===== src/rtl/ex_muldiv_seq.sv =====
// Iterative RV32M multiply/divide sequencer: radix-2 shift-add multiply and
// restoring divide, one bit per cycle, with stall request and result strobe.
module ex_muldiv_seq #(
  parameter int unsigned XLEN         = 32,
  parameter bit          FAST_SPECIAL = 1'b1
) (
  input  logic            clk,
  input  logic            rst_n,
  input  logic            start,
  input  logic [2:0]      funct3,
  input  logic [XLEN-1:0] op_a,
  input  logic [XLEN-1:0] op_b,
  input  logic            flush,
  output logic            busy,
  output logic            stall_req,
  output logic            result_valid,
  output logic [XLEN-1:0] result
);

  localparam int unsigned DW = 2 * XLEN;
  localparam int unsigned CW = $clog2(XLEN);
  localparam logic [CW-1:0]   CNT_LAST = CW'(XLEN - 1);
  localparam logic [XLEN-1:0] MIN_NEG  = {1'b1, {(XLEN-1){1'b0}}};

  typedef enum logic [1:0] {
    S_IDLE = 2'd0,
    S_CALC = 2'd1,
    S_DONE = 2'd2
  } state_t;

  state_t          state_q, state_next;
  logic [CW-1:0]   cnt_q;
  logic [2:0]      f3_q;
  logic            neg_q;
  logic            rneg_q;
  logic [XLEN-1:0] mag_q;
  logic [DW-1:0]   acc_q;

  logic            accept, finish;

  // Operand decode for the incoming request
  logic            in_div, in_sa, in_sb, a_neg, b_neg;
  logic [XLEN-1:0] a_mag, b_mag;
  logic            div_zero, div_ovf, fast;
  logic [XLEN-1:0] spec_res;

  always_comb begin
    in_div   = funct3[2];
    in_sa    = funct3[2] ? ~funct3[0] : (funct3[1:0] == 2'b01 || funct3[1:0] == 2'b10);
    in_sb    = funct3[2] ? ~funct3[0] : (funct3[1:0] == 2'b01);
    a_neg    = in_sa & op_a[XLEN-1];
    b_neg    = in_sb & op_b[XLEN-1];
    a_mag    = a_neg ? (XLEN'(0) - op_a) : op_a;
    b_mag    = b_neg ? (XLEN'(0) - op_b) : op_b;
    div_zero = in_div & (op_b == '0);
    div_ovf  = in_div & ~funct3[0] & (op_a == MIN_NEG) & (&op_b);
    fast     = FAST_SPECIAL & (div_zero | div_ovf);
    if (div_zero) begin
      spec_res = funct3[1] ? op_a : '1;
    end else begin
      spec_res = funct3[1] ? '0 : MIN_NEG;
    end
  end

  // One iteration of multiply or restoring divide on the accumulator
  logic [XLEN:0]   mul_sum, div_trial;
  logic [DW-1:0]   mul_next, div_next, acc_step;
  logic [DW-1:0]   prod_s;
  logic [XLEN-1:0] quo_s, rem_s, calc_res;

  always_comb begin
    mul_sum   = {1'b0, acc_q[DW-1:XLEN]} + {1'b0, (acc_q[0] ? mag_q : '0)};
    mul_next  = {mul_sum, acc_q[XLEN-1:1]};
    div_trial = acc_q[DW-1:XLEN-1] - {1'b0, mag_q};
    if (div_trial[XLEN]) begin
      div_next = {acc_q[DW-2:0], 1'b0};
    end else begin
      div_next = {div_trial[XLEN-1:0], acc_q[XLEN-2:0], 1'b1};
    end
    acc_step = f3_q[2] ? div_next : mul_next;

    prod_s = neg_q  ? (DW'(0) - acc_step) : acc_step;
    quo_s  = neg_q  ? (XLEN'(0) - acc_step[XLEN-1:0]) : acc_step[XLEN-1:0];
    rem_s  = rneg_q ? (XLEN'(0) - acc_step[DW-1:XLEN]) : acc_step[DW-1:XLEN];
    if (f3_q[2]) begin
      calc_res = f3_q[1] ? rem_s : quo_s;
    end else begin
      calc_res = (f3_q[1:0] == 2'b00) ? prod_s[XLEN-1:0] : prod_s[DW-1:XLEN];
    end
  end

  // Next-state and combinational control
  always_comb begin
    state_next = state_q;
    accept     = 1'b0;
    finish     = 1'b0;
    stall_req  = 1'b0;
    case (state_q)
      S_IDLE: begin
        if (start && !flush) begin
          accept     = 1'b1;
          stall_req  = 1'b1;
          state_next = fast ? S_DONE : S_CALC;
        end
      end
      S_CALC: begin
        stall_req = 1'b1;
        if (flush) begin
          state_next = S_IDLE;
        end else if (cnt_q == '0) begin
          finish     = 1'b1;
          state_next = S_DONE;
        end
      end
      S_DONE: begin
        state_next = S_IDLE;
      end
      default: begin
        state_next = S_IDLE;
      end
    endcase
  end

  // State, datapath and registered outputs
  always_ff @(posedge clk) begin
    if (!rst_n) begin
      state_q      <= S_IDLE;
      cnt_q        <= '0;
      f3_q         <= '0;
      neg_q        <= 1'b0;
      rneg_q       <= 1'b0;
      mag_q        <= '0;
      acc_q        <= '0;
      busy         <= 1'b0;
      result_valid <= 1'b0;
      result       <= '0;
    end else begin
      state_q      <= state_next;
      busy         <= (state_next != S_IDLE);
      result_valid <= (state_next == S_DONE);
      if (accept) begin
        f3_q   <= funct3;
        cnt_q  <= CNT_LAST;
        rneg_q <= a_neg;
        if (in_div) begin
          // Divisor zero keeps the all-ones quotient unsigned
          neg_q <= (a_neg ^ b_neg) & (op_b != '0);
          mag_q <= b_mag;
          acc_q <= {{XLEN{1'b0}}, a_mag};
        end else begin
          neg_q <= a_neg ^ b_neg;
          mag_q <= a_mag;
          acc_q <= {{XLEN{1'b0}}, b_mag};
        end
        if (fast) begin
          result <= spec_res;
        end
      end else if (state_q == S_CALC && !flush) begin
        acc_q <= acc_step;
        cnt_q <= cnt_q - CW'(1);
        if (finish) begin
          result <= calc_res;
        end
      end
    end
  end

endmodule


===== config.mk =====
export PLATFORM = sky130hd
export DESIGN_NAME = ex_muldiv_seq
export DESIGN_NICKNAME = d
export VERILOG_FILES = /design/src/rtl/ex_muldiv_seq.sv
export SDC_FILE = /design/constraint.sdc
export NUM_CORES = 1
export LEC_CHECK = 0
export ABC_AREA = 1
export CORE_ASPECT_RATIO = 1.25
export CORE_MARGIN = 3
export CORE_UTILIZATION = 47
export CTS_BUF_LIST = sky130_fd_sc_hd__clkbuf_8
export CTS_CLUSTER_DIAMETER = 30
export CTS_CLUSTER_SIZE = 25
export DETAILED_ROUTE_END_ITERATION = 12
export GPL_TIMING_DRIVEN = 0
export PLACE_DENSITY = 0.77
export SLEW_MARGIN = 15
export SYNTH_ARGS = -nofsm -noshare
export SYNTH_HDL_FRONTEND = slang
export SYNTH_SLANG_ARGS = --single-unit

===== constraint.sdc =====
create_clock -name clk -period 11.3 [get_ports clk]
set_input_delay 2.26 -clock clk [delete_from_list [all_inputs] [get_ports clk]]
set_output_delay 2.26 -clock clk [all_outputs]
set_load 0.02 [all_outputs]

; Yosys cells after proc, flatten, opt, wreduce, memory -nomap -nowiden
; Index checks and enable logic that the tools add are counted.
[totals]
reg_bits = 142
[classes]
n_addsub = 8
n_eq_ne = 6
muxes = 38
n_bitwise = 10
n_reduce_logical = 14
[op_table]
columns = operator, count
row1 = $mux 32, 17
row2 = $mux 64, 5
row3 = $sub 1x32->32 const A, 4
row4 = $sub 1x64->64 const A, 1
row5 = $add 32x32->33, 1
row6 = $sub 33x32->33, 1
row7 = $eq 32x32->1 const B, 1
row8 = $logic_not 32->1, 1
row9 = $reduce_and 32->1, 1
row10 = $reduce_bool 32->1, 1
row11 = $mux 5, 2
row12 = $mux 1, 8
row13 = $mux 2, 4
row14 = $and 1x1->1, 7
row15 = $reduce_bool 2->1, 3
row16 = $logic_not 5->1, 1
row17 = $sub 5x1->5 const B, 1
row18 = $eq 2x1->1 const B, 2
row19 = $eq 2x2->1 const B, 2
row20 = $logic_not 2->1, 2
row21 = $pmux 2 s2, 1
row22 = $reduce_and 3->1, 1
row23 = $logic_and 1x1->1, 2
row24 = $ne 2x1->1 const B, 1
row25 = other kinds (6), 6

; Longest topological paths before layout
[depth]
depth_word = 10
depth_mapped = 38

; Worst setup path after synthesis
; OpenSTA, ideal clock, no wires.
[synth_path]
kind = input to output
startpoint = input port flush
endpoint = output port stall_req
t_arrival_ns = 3.044
t_required_ns = 9.040
path_slack_ns = 5.996
stages = 5
path_buffers = 2
cell_sequence = inv_1 -> nand3_1 -> clkbuf_1 -> buf_2 -> nand2_1
[synth_between]
elab_chain_cells = 4
[synth_rtl]
columns = item, line
row1 = "start, declared", 13  ; input logic flush,
row2 = $logic_not 1->1, 100  ; if (start && !flush) begin
row3 = $logic_and 1x1->1, 100
row4 = $mux 1, 100
row5 = $pmux 1 s2, 98  ; case (state_q)
row6 = "end, declared", 15  ; output logic stall_req,
; No other way between the ends.

; Worst setup path after layout
; Same ends and word-level chain as after synthesis.

==> key figures <==
Run status
  • Status: completed

Worst setup path
  • Worst Path Max Fanout: 10
  • FF-to-FF Start: acc_q[31]
  • Most frequent CP cell: clkdlybuf4s50_1
  • CP Data Required Time: 9040 ps
  • Cell chain of the critical path: clkdlybuf4s50_1 -> inv_1 -> nand3_1 -> clkbuf_1 -> buf_2 -> nand2_1 -> clkdlybuf4s50_1
  • CP Data Arrival Time: 4530 ps
  • CP Capture Type: primary output
  • Slowest CP cell: clkdlybuf4s50_1
  • Setup crit start kind: input pin
  • Cells on worst reg2reg path: 35
  • Crit path max-delay family: buffers and inverters
  • Crit Reg-Reg Endpoint: result[30]
  • Critical path depth: 7
  • FF-to-FF setup slack: 5510 ps
  • Crit Path Class: input pin to primary output
  • CP max stage delay: 560 ps
  • Crit path buf inv count: 5

Clocking
  • CTS tree: yes
  • Clock Sinks: 142
  • Post-CTS setup buffers: 0
  • CTS resizes: 0
  • Clock-pin transition on the worst setup and hold timing paths: 90 ps
  • CTS buffer count: 17
  • Clk buf depth: 2
  • Root buf cell: clkbuf_8
  • H-tree depth reported by CTS: 4
  • Worst-Skew Late Latency: 520 ps
  • Hold_buf cts: 0

Power
  • Internal Power: 974 uW
  • Total power: 1840 uW
  • Sequential share of power: 30.0%
  • Power share of the combinational group: 45.1%
  • Clk pwr share: 24.9%
  • Leakage: 0.0101 uW
  • Cell area power density: 92.8 nW/um^2
  • P_sw: 868 uW
  • Sw frac: 47.1%
  • VDD IR max: 0.0000715 V

Hold path
  • Hold Path Depth: 2
  • Worst Hold Class: flop to flop
  • Worst hold start: result[19]
  • Hold path endpoint: result[19]

Synthesis
  • Part of the Yosys area used for sequential elements: 16.0%
  • Top cells by area, synth: nand2_1, dfxtp_1, inv_1
  • Dominant cell type by area after synthesis: nand2_1
  • Asr flop ratio synth: 0%
  • Syn avg cell area: 5.44 um^2
  • Yosys cell types: 54
  • Post-synth EDFFs: 0
  • Syn Std Cell Area: 17800 um^2
  • Number of synthesized register bits: 142
  • Synth Flop Type: dfxtp_1
  • Yosys Warn Count: 0
  • Synth Instances: 3272
  • Syn_nets: 3416
  • Share of the synthesized area in the top cell type: 22.7%

Drt
  • DR vias/cell: 5.74
  • Initial DRC count: 2405
  • First-pass DRT Iterations: 6
  • Vias after detailed routing: 22400
  • ANT nets after route: 0
  • Drt total wl: 85000 um
  • Drc violations: 0
  • Routed WL per cell: 21.8 um

Global routing
  • Vias in the first global route: 21100
  • Total Routing Usage GR: 40.9%
  • First-pass GRT wire length: 125000 um
  • Initial antenna violation count: 0
  • Grt ovf: 0
  • Largest net degree at the start of global routing: 17

Timing
  • Final hold vios: 0
  • Final Cycle Share: 60.1%
  • Slew margin rel.: 17.1%
  • Max Clock Freq: 147 MHz
  • Unrepaired setup endpoints after global routing: no
  • Worst Hold Slack: 472 ps
  • Worst Tran Pin Value: 1240 ps
  • Crit path time final: 6790 ps
  • Count of pins over their slew limit: 0
  • Clock skew: 32.8 ps
  • Final setup TNS: 0 ps
  • Final setup vio count: 0

Layout
  • Fraction of layout cells with a size suffix above 1: 5.11%
  • Fin area: 19900 um^2
  • Area Overhead vs Synth: 11.6%
  • Nets@finish: 3539

Floorplan
  • Die Y: 224 um
  • Die width: 180 um
  • Initial core utilization: 47.8%
  • Core Region: 37300 um^2
  • Number of I/O pins: 106
  • Die Area: 40300 um^2
  • Num rows: 79

Placement
  • Routability congestion estimate: 1.09
  • Port buffer count: 104
  • Post-DP Area: 19400 um^2
  • Post-DP HPWL: 71100 um

Run
  • Max Cap Viol: 0
metal layers:
layer,wire (um),vias up,global-route usage (%),part of all wire [%]
li1,-,10600,-,-
met1,30300,10000,46.1,36
met2,38200,1318,67.6,45
met3,7080,359,5.41,8.3
met4,9370,0,36.5,11
met5,0,-,0,0
how the worst max path moves through the flow:
| stage | slack (ps) | from | to |
|---|---|---|---|
| finish | 4510 | flush | stall_req |
| global route | 4470 | flush | stall_req |
| CTS | 4570 | flush | stall_req |
| detailed placement | 4590 | flush | stall_req |
| global placement | 4600 | flush | stall_req |
| floorplan | 6000 | flush | stall_req |
sequential cells by signal, summed over array words and instances (netlist names):
| register | count |
|---|---|
| acc_q | 64 |
| mag_q | 32 |
| rneg_q | 1 |
| busy | 1 |
| f3_q | 3 |
| cnt_q | 5 |
| neg_q | 1 |
| result | 32 |
| state_q | 2 |
| result_valid | 1 |
cells by family (layout without fill, tap and decap cells):
| logic type | Yosys count | in the layout | synth area share [%] |
|---|---|---|---|
| compound gates | 503 | 503 | 16.2 |
| fa+ha+maj | 73 | 73 | 5.22 |
| buf+inv | 638 | 774 | 13.9 |
| flops | 142 | 142 | 16.0 |
| other cells | 0 | 1 | 0 |
| xor+xnor | 118 | 118 | 5.81 |
| simple gates | 1798 | 1798 | 42.9 |
metrics by stage:
stage / util, % / cells / setup WS [ps]
2_1_floorplan: - / 3272 / 6000
3_3_place_gp: 52.2 / 3862 / 4600
3_5_place_dp: 52.2 / 3862 / 4590
4_1_cts: 53.3 / 3894 / 4570
5_1_grt: 53.3 / 3894 / 4470
6_report: 53.3 / 3895 / 4510
layout by cell type, fill, tap and decap left out, types with 23 or more instances in the layout:
| cell type | count |
|---|---|
| o211ai_1 | 32 |
| nor3_1 | 27 |
| inv_1 | 494 |
| nand2_1 | 1075 |
| clkbuf_1 | 78 |
| xor2_1 | 101 |
| clkdlybuf4s50_1 | 104 |
| nor2_1 | 286 |
| nand4_1 | 36 |
| ha_1 | 71 |
| o21ai_0 | 148 |
| nand3_1 | 247 |
| inv_2 | 23 |
| a21oi_1 | 197 |
| nand2_2 | 31 |
| dfxtp_1 | 142 |
| nor2_2 | 23 |
worst register-to-register path: cells and delay by family (launching register included):
family | cells | cell delay (ps)
simple gates | 27 | 3860
fa+ha+maj | 3 | 890
compound gates | 1 | 70
buf+inv | 4 | 490
flops | 1 | 320
power groups by stage:
stage          clock [uW]  combinational, uW  sequential, uW
2_1_floorplan           0                508             559
3_3_place_gp            0                797             562
3_5_place_dp            0                800             562
4_1_cts               454                803             551
5_1_grt               472                898             554
6_report              459                831             553
synthesized netlist by cell type, types with 3 or more instances:
cell and instances:
a31oi_1 8, xnor2_1 17, o21a_1 7, nand3_1 247
o221ai_1 12, o2111ai_1 3, nand3_2 8, clkbuf_1 78
ha_1 71, a21oi_1 197, nand4_1 36, dfxtp_1 142
inv_2 23, o21ai_1 20, and2_1 4, nor2_2 23
a22oi_1 22, o21bai_1 12, inv_1 494, xor2_1 101
a221oi_1 5, nor4_1 15, a21o_1 4, nor3_2 7
nand2_1 1075, nand3b_1 16, buf_6 5, buf_1 18
o21ai_2 5, nor3_1 28, buf_2 12, clkinv_1 5
nand2_2 31, o21ai_0 148, nand2_4 8, a21oi_2 3
o211ai_1 32, o22ai_1 10, or2_2 8, o31ai_1 8
nor2_1 286
final cells by class:
class / count / area, um^2
antenna: 1 / 2.50
buffer: 116 / 507
clock buffer: 17 / 234
clock inverter: 15 / 173
fill: 4223 / 17400
inverter: 522 / 1960
multi-input combinational: 2492 / 12500
sequential: 142 / 2840
tap: 486 / 608
timing repair buffer: 104 / 1040
No activity file was read; power rests on OpenSTA's default activity.
